**src/rtl/regfile_seq_pkg.sv**
```systemverilog
// Shared types and constants for the register-file port sequencer:
// FSM state encoding, MIPS opcode values, instruction field positions and
// the write-back decode helpers.
package regfile_seq_pkg;

    typedef enum logic [2:0] {
        IDLE  = 3'd0,
        READ  = 3'd1,
        ISSUE = 3'd2,
        WAIT  = 3'd3,
        WB    = 3'd4
    } seq_state_t;

    localparam logic [5:0] OP_RTYPE = 6'h00;
    localparam logic [5:0] OP_SW    = 6'h2B;
    localparam logic [5:0] OP_BEQ   = 6'h04;
    localparam logic [5:0] OP_BNE   = 6'h05;
    localparam logic [5:0] OP_J     = 6'h02;

    localparam int OP_MSB = 31;
    localparam int OP_LSB = 26;
    localparam int RS_MSB = 25;
    localparam int RS_LSB = 21;
    localparam int RT_MSB = 20;
    localparam int RT_LSB = 16;
    localparam int RD_MSB = 15;
    localparam int RD_LSB = 11;

    // R-type results land in rd, everything else in rt.
    function automatic logic [4:0] wb_target(input logic [5:0] opcode,
                                             input logic [4:0] rt,
                                             input logic [4:0] rd);
        return (opcode == OP_RTYPE) ? rd : rt;
    endfunction

    // Stores, branches and jumps produce no register result; $0 is never written.
    function automatic logic wb_enable(input logic [5:0] opcode,
                                       input logic [4:0] target);
        return !(opcode == OP_SW || opcode == OP_BEQ ||
                 opcode == OP_BNE || opcode == OP_J) && (target != 5'd0);
    endfunction

endpackage

```
**src/rtl/regfile_seq_watchdog.sv**
```systemverilog
// WAIT-state watchdog: counts cycles spent waiting for the execute result and
// flags the last permitted cycle. Only built when REGFILE_SEQ_WATCHDOG_EN is
// defined.
module regfile_seq_watchdog #(
    parameter int unsigned TIMEOUT = 64,
    parameter int unsigned TW      = 7
) (
    input  logic clk,
    input  logic rst,
    input  logic clr_i,
    input  logic inc_i,
    output logic expire_o
);

    logic [TW-1:0] cnt_q, cnt_d;

    // Clear when the sequencer is about to issue, count every WAIT cycle.
    always_comb begin
        cnt_d = cnt_q;
        if (clr_i) begin
            cnt_d = '0;
        end else if (inc_i) begin
            cnt_d = cnt_q + TW'(1);
        end
    end

    // Counter register.
    always_ff @(posedge clk or negedge rst) begin
        if (!rst) begin
            cnt_q <= '0;
        end else begin
            cnt_q <= cnt_d;
        end
    end

    // During WAIT cycle k the count holds k-1, so this fires in the
    // TIMEOUT-th WAIT cycle.
    assign expire_o = inc_i && (cnt_q == TW'(TIMEOUT - 1));

endmodule

```
**src/rtl/regfile_port_seq.sv**
```systemverilog
// Register-file initiator sequencer: accepts one instruction, reads its two
// source registers, hands operands to execute, waits for the result and
// performs a single write-back cycle.
// Optional watchdog on the WAIT state: define REGFILE_SEQ_WATCHDOG_EN.
//
// state | meaning
// ------+---------------------------------------------------------------
// IDLE  | instr_ready high, waiting for an instruction
// READ  | read addresses driven from latched rs/rt, operands captured at end
// ISSUE | op_valid pulse; an immediate res_valid is accepted here
// WAIT  | waiting for res_valid (optionally bounded by the watchdog)
// WB    | RegWr high for the whole cycle with stable address and data
module regfile_port_seq
    import regfile_seq_pkg::*;
#(
    parameter int unsigned TIMEOUT = 64,
    parameter int unsigned TW      = 7
) (
    input  logic        clk,
    input  logic        rst,
    input  logic        instr_valid,
    output logic        instr_ready,
    input  logic [31:0] instr,
    output logic [4:0]  ReadReg1,
    output logic [4:0]  ReadReg2,
    input  logic [31:0] ReadData1,
    input  logic [31:0] ReadData2,
    output logic        RegWr,
    output logic [4:0]  WriteReg,
    output logic [31:0] WriteData,
    output logic        op_valid,
    output logic [31:0] op_a,
    output logic [31:0] op_b,
    output logic [31:0] op_instr,
    input  logic        res_valid,
    input  logic [31:0] res_data,
    output logic        timeout_err
);

    if ((2 ** TW) <= TIMEOUT) begin : g_cfg_check
        $error("regfile_port_seq: watchdog width TW too small for TIMEOUT");
    end

    seq_state_t  state_q, state_d;
    logic [31:0] instr_q, instr_d;
    logic [31:0] op_a_q, op_a_d;
    logic [31:0] op_b_q, op_b_d;
    logic [31:0] wdata_q, wdata_d;
    logic        regwr_q;
    logic        timeout_pulse;
    logic        wd_expire;

    logic [5:0]  opcode;
    logic [4:0]  wr_target;
    logic        wr_en;

    assign opcode    = instr_q[OP_MSB:OP_LSB];
    assign wr_target = wb_target(opcode, instr_q[RT_MSB:RT_LSB], instr_q[RD_MSB:RD_LSB]);
    assign wr_en     = wb_enable(opcode, wr_target);

`ifdef REGFILE_SEQ_WATCHDOG_EN
    regfile_seq_watchdog #(
        .TIMEOUT (TIMEOUT),
        .TW      (TW)
    ) u_watchdog (
        .clk      (clk),
        .rst      (rst),
        .clr_i    (state_d == ISSUE),
        .inc_i    (state_q == WAIT),
        .expire_o (wd_expire)
    );
`else
    assign wd_expire = 1'b0;
`endif

    // Next-state and datapath capture decisions.
    always_comb begin
        state_d       = state_q;
        instr_d       = instr_q;
        op_a_d        = op_a_q;
        op_b_d        = op_b_q;
        wdata_d       = wdata_q;
        timeout_pulse = 1'b0;
        case (state_q)
            IDLE: begin
                if (instr_valid) begin
                    instr_d = instr;
                    state_d = READ;
                end
            end
            READ: begin
                op_a_d  = ReadData1;
                op_b_d  = ReadData2;
                state_d = ISSUE;
            end
            ISSUE, WAIT: begin
                if (res_valid) begin
                    wdata_d = res_data;
                    state_d = wr_en ? WB : IDLE;
                end else if (state_q == ISSUE) begin
                    state_d = WAIT;
                end else if (wd_expire) begin
                    timeout_pulse = 1'b1;
                    state_d       = IDLE;
                end
            end
            WB: begin
                state_d = IDLE;
            end
            default: begin
                state_d = IDLE;
            end
        endcase
    end

    // State and datapath registers; RegWr is registered so it cannot glitch
    // around the register file's negedge write.
    always_ff @(posedge clk or negedge rst) begin
        if (!rst) begin
            state_q <= IDLE;
            instr_q <= '0;
            op_a_q  <= '0;
            op_b_q  <= '0;
            wdata_q <= '0;
            regwr_q <= 1'b0;
        end else begin
            state_q <= state_d;
            instr_q <= instr_d;
            op_a_q  <= op_a_d;
            op_b_q  <= op_b_d;
            wdata_q <= wdata_d;
            regwr_q <= (state_d == WB);
        end
    end

    assign instr_ready = (state_q == IDLE);
    assign op_valid    = (state_q == ISSUE);
    assign ReadReg1    = instr_q[RS_MSB:RS_LSB];
    assign ReadReg2    = instr_q[RT_MSB:RT_LSB];
    assign RegWr       = regwr_q;
    assign WriteReg    = wr_target;
    assign WriteData   = wdata_q;
    assign op_a        = op_a_q;
    assign op_b        = op_b_q;
    assign op_instr    = instr_q;
    assign timeout_err = timeout_pulse;

endmodule

```
**config.mk**
```make
export PLATFORM = sky130hd
export DESIGN_NAME = regfile_port_seq
export DESIGN_NICKNAME = d
export VERILOG_FILES = /design/src/rtl/regfile_seq_pkg.sv /design/src/rtl/regfile_seq_watchdog.sv /design/src/rtl/regfile_port_seq.sv
export SDC_FILE = /design/constraint.sdc
export NUM_CORES = 1
export LEC_CHECK = 0
export BUFFER_PORTS_ARGS = -buffer_cell sky130_fd_sc_hd__buf_2
export CAP_MARGIN = 0
export CORE_AREA = 5 5 113 115
export CTS_CLUSTER_DIAMETER = 80
export CTS_CLUSTER_SIZE = 16
export DETAILED_ROUTE_END_ITERATION = 12
export DIE_AREA = 0 0 118 120
export GPL_TIMING_DRIVEN = 0
export PLACE_DENSITY = 0.85
export SLEW_MARGIN = 20
export SYNTH_ARGS = -nofsm -noshare
export SYNTH_HDL_FRONTEND = slang
export SYNTH_SLANG_ARGS = --single-unit
```
**constraint.sdc**
```tcl
create_clock -name clk -period 1.8 [get_ports clk]
set_clock_uncertainty 0.2 [all_clocks]
set_input_delay 0.27 -clock clk [delete_from_list [all_inputs] [get_ports clk]]
set_output_delay 0.27 -clock clk [all_outputs]
set_load 0.01 [all_outputs]
```
Word level (Yosys, flattened, before mapping)
Cells that the tools add are included.
{ "totals": {"out_inout_bits": 147, "reg_bits": 132, "elab_cells": 31} }
{ "op_classes": {"n_mux": 6, "n_eq_ne": 8, "n_reduce_logical": 11} }
{ "ops": {"columns": ["op", "n"], "rows": [
  ["$eq A6 B3 Y1 const B", 2],
  ["$mux W3", 4],
  ["$pmux W3 S3", 1],
  ["$eq A3 B2 Y1 const B", 2],
  ["$eq A6 B2 Y1 const B", 1],
  ["$eq A6 B6 Y1 const B", 1],
  ["$logic_not A6 Y1", 1],
  ["$mux W5", 1],
  ["$reduce_bool A5 Y1", 1],
  ["$reduce_and A2 Y1", 2],
  ["$eq A3 B1 Y1 const B", 1],
  ["$eq A3 B3 Y1 const B", 1],
  ["$logic_not A3 Y1", 1],
  ["$logic_or A1 B1 Y1", 3],
  ["$reduce_or A2 Y1", 1],
  ["$logic_and A1 B1 Y1", 1],
  ["$logic_not A1 Y1", 1]
]} }

Depth between registers and ports, before layout
{ "logic_depth": {"word_depth": 10, "depth_mapped": 5, "depth_no_buf": 4} }

Least setup slack after synthesis
Ideal clock, no wire load.
{ "synth_path": {"path_kind": "reg-to-reg", "startpoint": "register state_q[2]", "endpoint": "register instr_q[12], in the netlist op_instr[12]", "setup_slack_ns": -0.063, "path_stages_with_launch": 6, "arrival_ns": 1.536, "required_ns": 1.473, "cell_sequence": "dfrtp_1 nor3_1 and2_1 buf_2 buf_6 mux2_1"} }
{ "synth_between": {"elab_chain_cells": 2} }
{ "synth_rtl": {"columns": ["item", "line", "source"], "rows": [
  ["start: declaration", "regfile_port_seq.sv:44", "seq_state_t state_q, state_d;"],
  ["start signal: assignment", "regfile_port_seq.sv:127", "state_q <= state_d;"],
  ["$logic_not A3 Y1", null, null],
  ["named net instr_ready", "regfile_port_seq.sv:22", "output logic instr_ready,"],
  ["$reduce_and A2 Y1 (no source line)", null, null],
  ["end signal: assignment", "regfile_port_seq.sv:128", "instr_q <= instr_d;"],
  ["end: declaration", "regfile_port_seq.sv:45", "logic [31:0] instr_q, instr_d;"]
]} }
The timed path passes the listed nets, and every way through them passes these cells.
A chain may end at the register's enable or synchronous reset.

Worst setup path after layout
{ "layout_path": {"startpoint": "register instr_q[31], in the netlist op_instr[31]", "endpoint": "output port WriteReg[1]"} }
{ "layout_between": {"elab_chain_cells": 2} }
{ "layout_rtl": {"columns": ["item", "line", "source"], "rows": [
  ["$logic_not A6 Y1", "regfile_seq_pkg.sv:33", "return (opcode == OP_RTYPE) ? rd : rt;"],
  ["$mux W5", "regfile_seq_pkg.sv:33", null],
  ["end: declaration", "regfile_port_seq.sv:29", "output logic [4:0] WriteReg,"]
]} }
No other way between the ends.

==> impl_metrics.yaml <==
clock_tree:
  htreeDepth: 4
  numCtsBuffers: 17
  clk_pin_slew_worst_paths_ps: 60
  cts_tree: "done"
  cts-root-buf: "clkbuf_16"
  clk_path_buf_depth: 2
  cts_sinks: 132
  clkLatencyLatePin_ps: 400
routing:
  drtIter0Drc: 228
  drc: 0
  ant_nets: 0
  avgViaCountPerCell: 4.96
  drt_pass1_iterations: 4
  avgRoutedWirePerCell_um: 20.0
  wirelength_um: 18300
  vias: 4541
layout:
  final_common_cell: "buf_2"
  area_growth_pct: 76.5
  nNetsFinal: 888
  layout-drive-gt1-share: 0.618
  mostFrequentLayoutCells: "buf_2 (276), dlygate4sd3_1 (130), dfrtp_1 (129), mux2_2 (99)"
  n_antenna_cell: 0
power_and_ir_drop:
  seqPwrFrac: 0.344
  netSwitchingFraction: 0.340
  p_switching_uw: 5540
  powerDensity_mw_per_mm2: 1800
  ir_worst_vdd_mv: 1.18
  pwr-share-clk: 0.218
  p_comb_frac: 0.438
  finalPower_uw: 16300
  p_leak_uw: 0.00441
  internal-power_uw: 10700
grt:
  met2_usage: 0.467
  grt_overflow: 0
  grt_max_degree: 79
  grt_pass1_vias: 5040
  grt_busiest_layer: "met2"
  grt_pass1_wl_um: 27700
  use_met3: 0.0768
  antenna_found_initial: 0
  met1_usage: 0.256
  grtUsageTotal: 0.249
outcome:
  status: "complete, but fails checks"
  violations: "setup timing"
setup_path:
  cp-start-kind: "flip-flop"
  reg2reg_slack_ps: -50
  ff2ff_path_depth: 5
  setup.worst_path.end_class: "output pin"
  r2r_start: "state_q[2]$_DFF_PN0_"
  reg2reg_to: "op_instr[20]$_DFFE_PN0P_"
  path_class: "flip-flop to output pin"
  arrival_ps: 1660
  crit_fanout: 6
  cp_data_required_time_ps: 1330
yosys:
  yosys.area.top_type: "dfrtp_1"
  yosys.area.top_type_share: 0.644
  mappedNetlistArea_mm2: 0.00513
  synthMuxAreaShare: 0.292
  synth_fp_nets: 447
  synth.avg_cell_area_um2: 16.3
  synthTopCellsByArea: "dfrtp_1 (64%), mux2_2 (22%), mux2_1 (7.5%), buf_4 (1.6%), buf_2 (0.98%)"
  ys_types: 22
  synthXorXnorAreaFrac: 0
  synth-simple-area-share: 0.0239
  postSynthCellCount: 315
  yosys_warnings: 0
  ys_seq_area_frac: 0.644
  ys_ff_latch: 132
  synth_compound_gate_area_share: 0.00635
  synth_top_family_by_area: "multiplexers"
  synth_fa_ha_area_frac: 0
sta:
  drv_slew: 0
  finalCriticalPeriod_ps: 2130
  layout_setup_ws_ps: -328
  hold_viol_final: 0
  slew_headroom: 0.648
  whs_ps: 183
  finalSetupViolCount: 14
  tightest_slew_ps: 528
  post-route-period-util: 1.18
  fmax_ghz: 0.470
  rsz0062_at_grt: "true"
min_path:
  hold_class: "input port to async pin"
die:
  die-area_mm2: 0.0142
  coreArea_mm2: 0.0117
  die_h_um: 120
  die_w_um: 118
  io_pins: 279
  start_util: 0.438
  std_cell_rows: 40
place:
  port_buffers: 277
  place_congestion: 0.776
  dp.final_hpwl_um: 10200
job:
  timing.max_cap.violations: 0
==> kinds of logic (layout without fill, tap and decap cells) <==
family / count (synthesis) / count (layout)
buf+inv: 24 / 478
simple gates: 20 / 20
compound gates: 5 / 5
mux: 133 / 133
flops: 132 / 132
other cells: 1 / 1
==> area by class of cell <==
| type | instances | area, um^2 |
|---|---|---|
| buffer | 24 | 243 |
| clock buffer | 24 | 492 |
| clock inverter | 8 | 123 |
| fill | 633 | 2670 |
| multi-input combinational | 159 | 1790 |
| sequential | 132 | 3310 |
| tap | 147 | 184 |
| timing repair buffer | 422 | 2910 |
==> routing by layer <==
layer  vias up  wire length (um)
li1       1987                 -
met1      2243              6230
met2       258             10200
met3        53              1310
met4         0               629
met5         -                 0
==> flip-flops by register name (all words and copies together) (netlist names) <==
signal     count
op_a          32
op_instr      32
state_q        3
RegWr          1
op_b          32
WriteData     32
==> stage by stage <==
stage	setup TNS, ps	cell area (um^2)	setup WS (ps)	cells	util
4_1_cts	-1510	8760	-307	909	0.748
5_1_grt	-2530	9050	-389	916	0.772
3_5_place_dp	-7730	6740	-151	740	0.575
3_3_place_gp	-176500	6700	-1300	739	0.572
2_1_floorplan	0	5130	49.5	315	-
6_report	-1620	9050	-328	916	0.772
==> cells in the mapped netlist <==
cell type,count
mux2_1,34
buf_2,10
nor3_1,5
nor2_4,1
o21ai_0,1
nand3b_1,1
mux2_2,99
buf_6,3
and3_1,1
nand2b_1,2
nand2_1,2
nor2_1,1
a21oi_1,2
conb_1,1
nor2b_1,1
and2_1,1
or4_1,2
a2111oi_0,2
nor3b_1,2
dfrtp_1,132
or2_2,1
buf_4,11
==> what timing repair did <==
| action | in CTS | in global routing |
|---|---|---|
| setup buffers | 7 | 3 |
| endpoints found under the hold margin | 183 | 0 |
| hold buffers | 130 | 0 |
| gates resized for setup | 13 | 44 |
| setup endpoints to repair | 108 | 116 |
| pin swaps | 4 | 4 |
| cloned | 0 | 4 |
==> worst max path at each step <==
stage	to	cells past startpoint	slack, ps	from
final	WriteReg[1]	4	-330	op_instr[31]$_DFFE_PN0P_
after global routing	WriteReg[1]	4	-390	op_instr[31]$_DFFE_PN0P_
after CTS	WriteReg[4]	4	-310	op_instr[31]$_DFFE_PN0P_
after detailed placement	op_b[27]$_DFFE_PN0N_	4	-150	state_q[1]$_DFF_PN0_
after global placement	op_a[10]$_DFFE_PN0N_	1	-1300	rst
after floorplan	op_instr[12]$_DFFE_PN0P_	5	50	state_q[1]$_DFF_PN0_
==> critical path, cell delays in order, from the launching register on <==
cell	delay [ps]
dfrtp_1	410
nor3_4	260
nand2_4	120
mux2_2	310
buf_2	140
==> power groups by stage <==
stage | Clock (uW) | Sequential [uW] | Combinational [uW]
2_1_floorplan | 0 | 6060 | 2610
4_1_cts | 3580 | 5400 | 6330
3_5_place_dp | 0 | 5450 | 5860
5_1_grt | 3740 | 5760 | 7540
3_3_place_gp | 0 | 5310 | 5660
6_report | 3550 | 5590 | 7120
No activity file was read; power rests on OpenSTA's default activity.
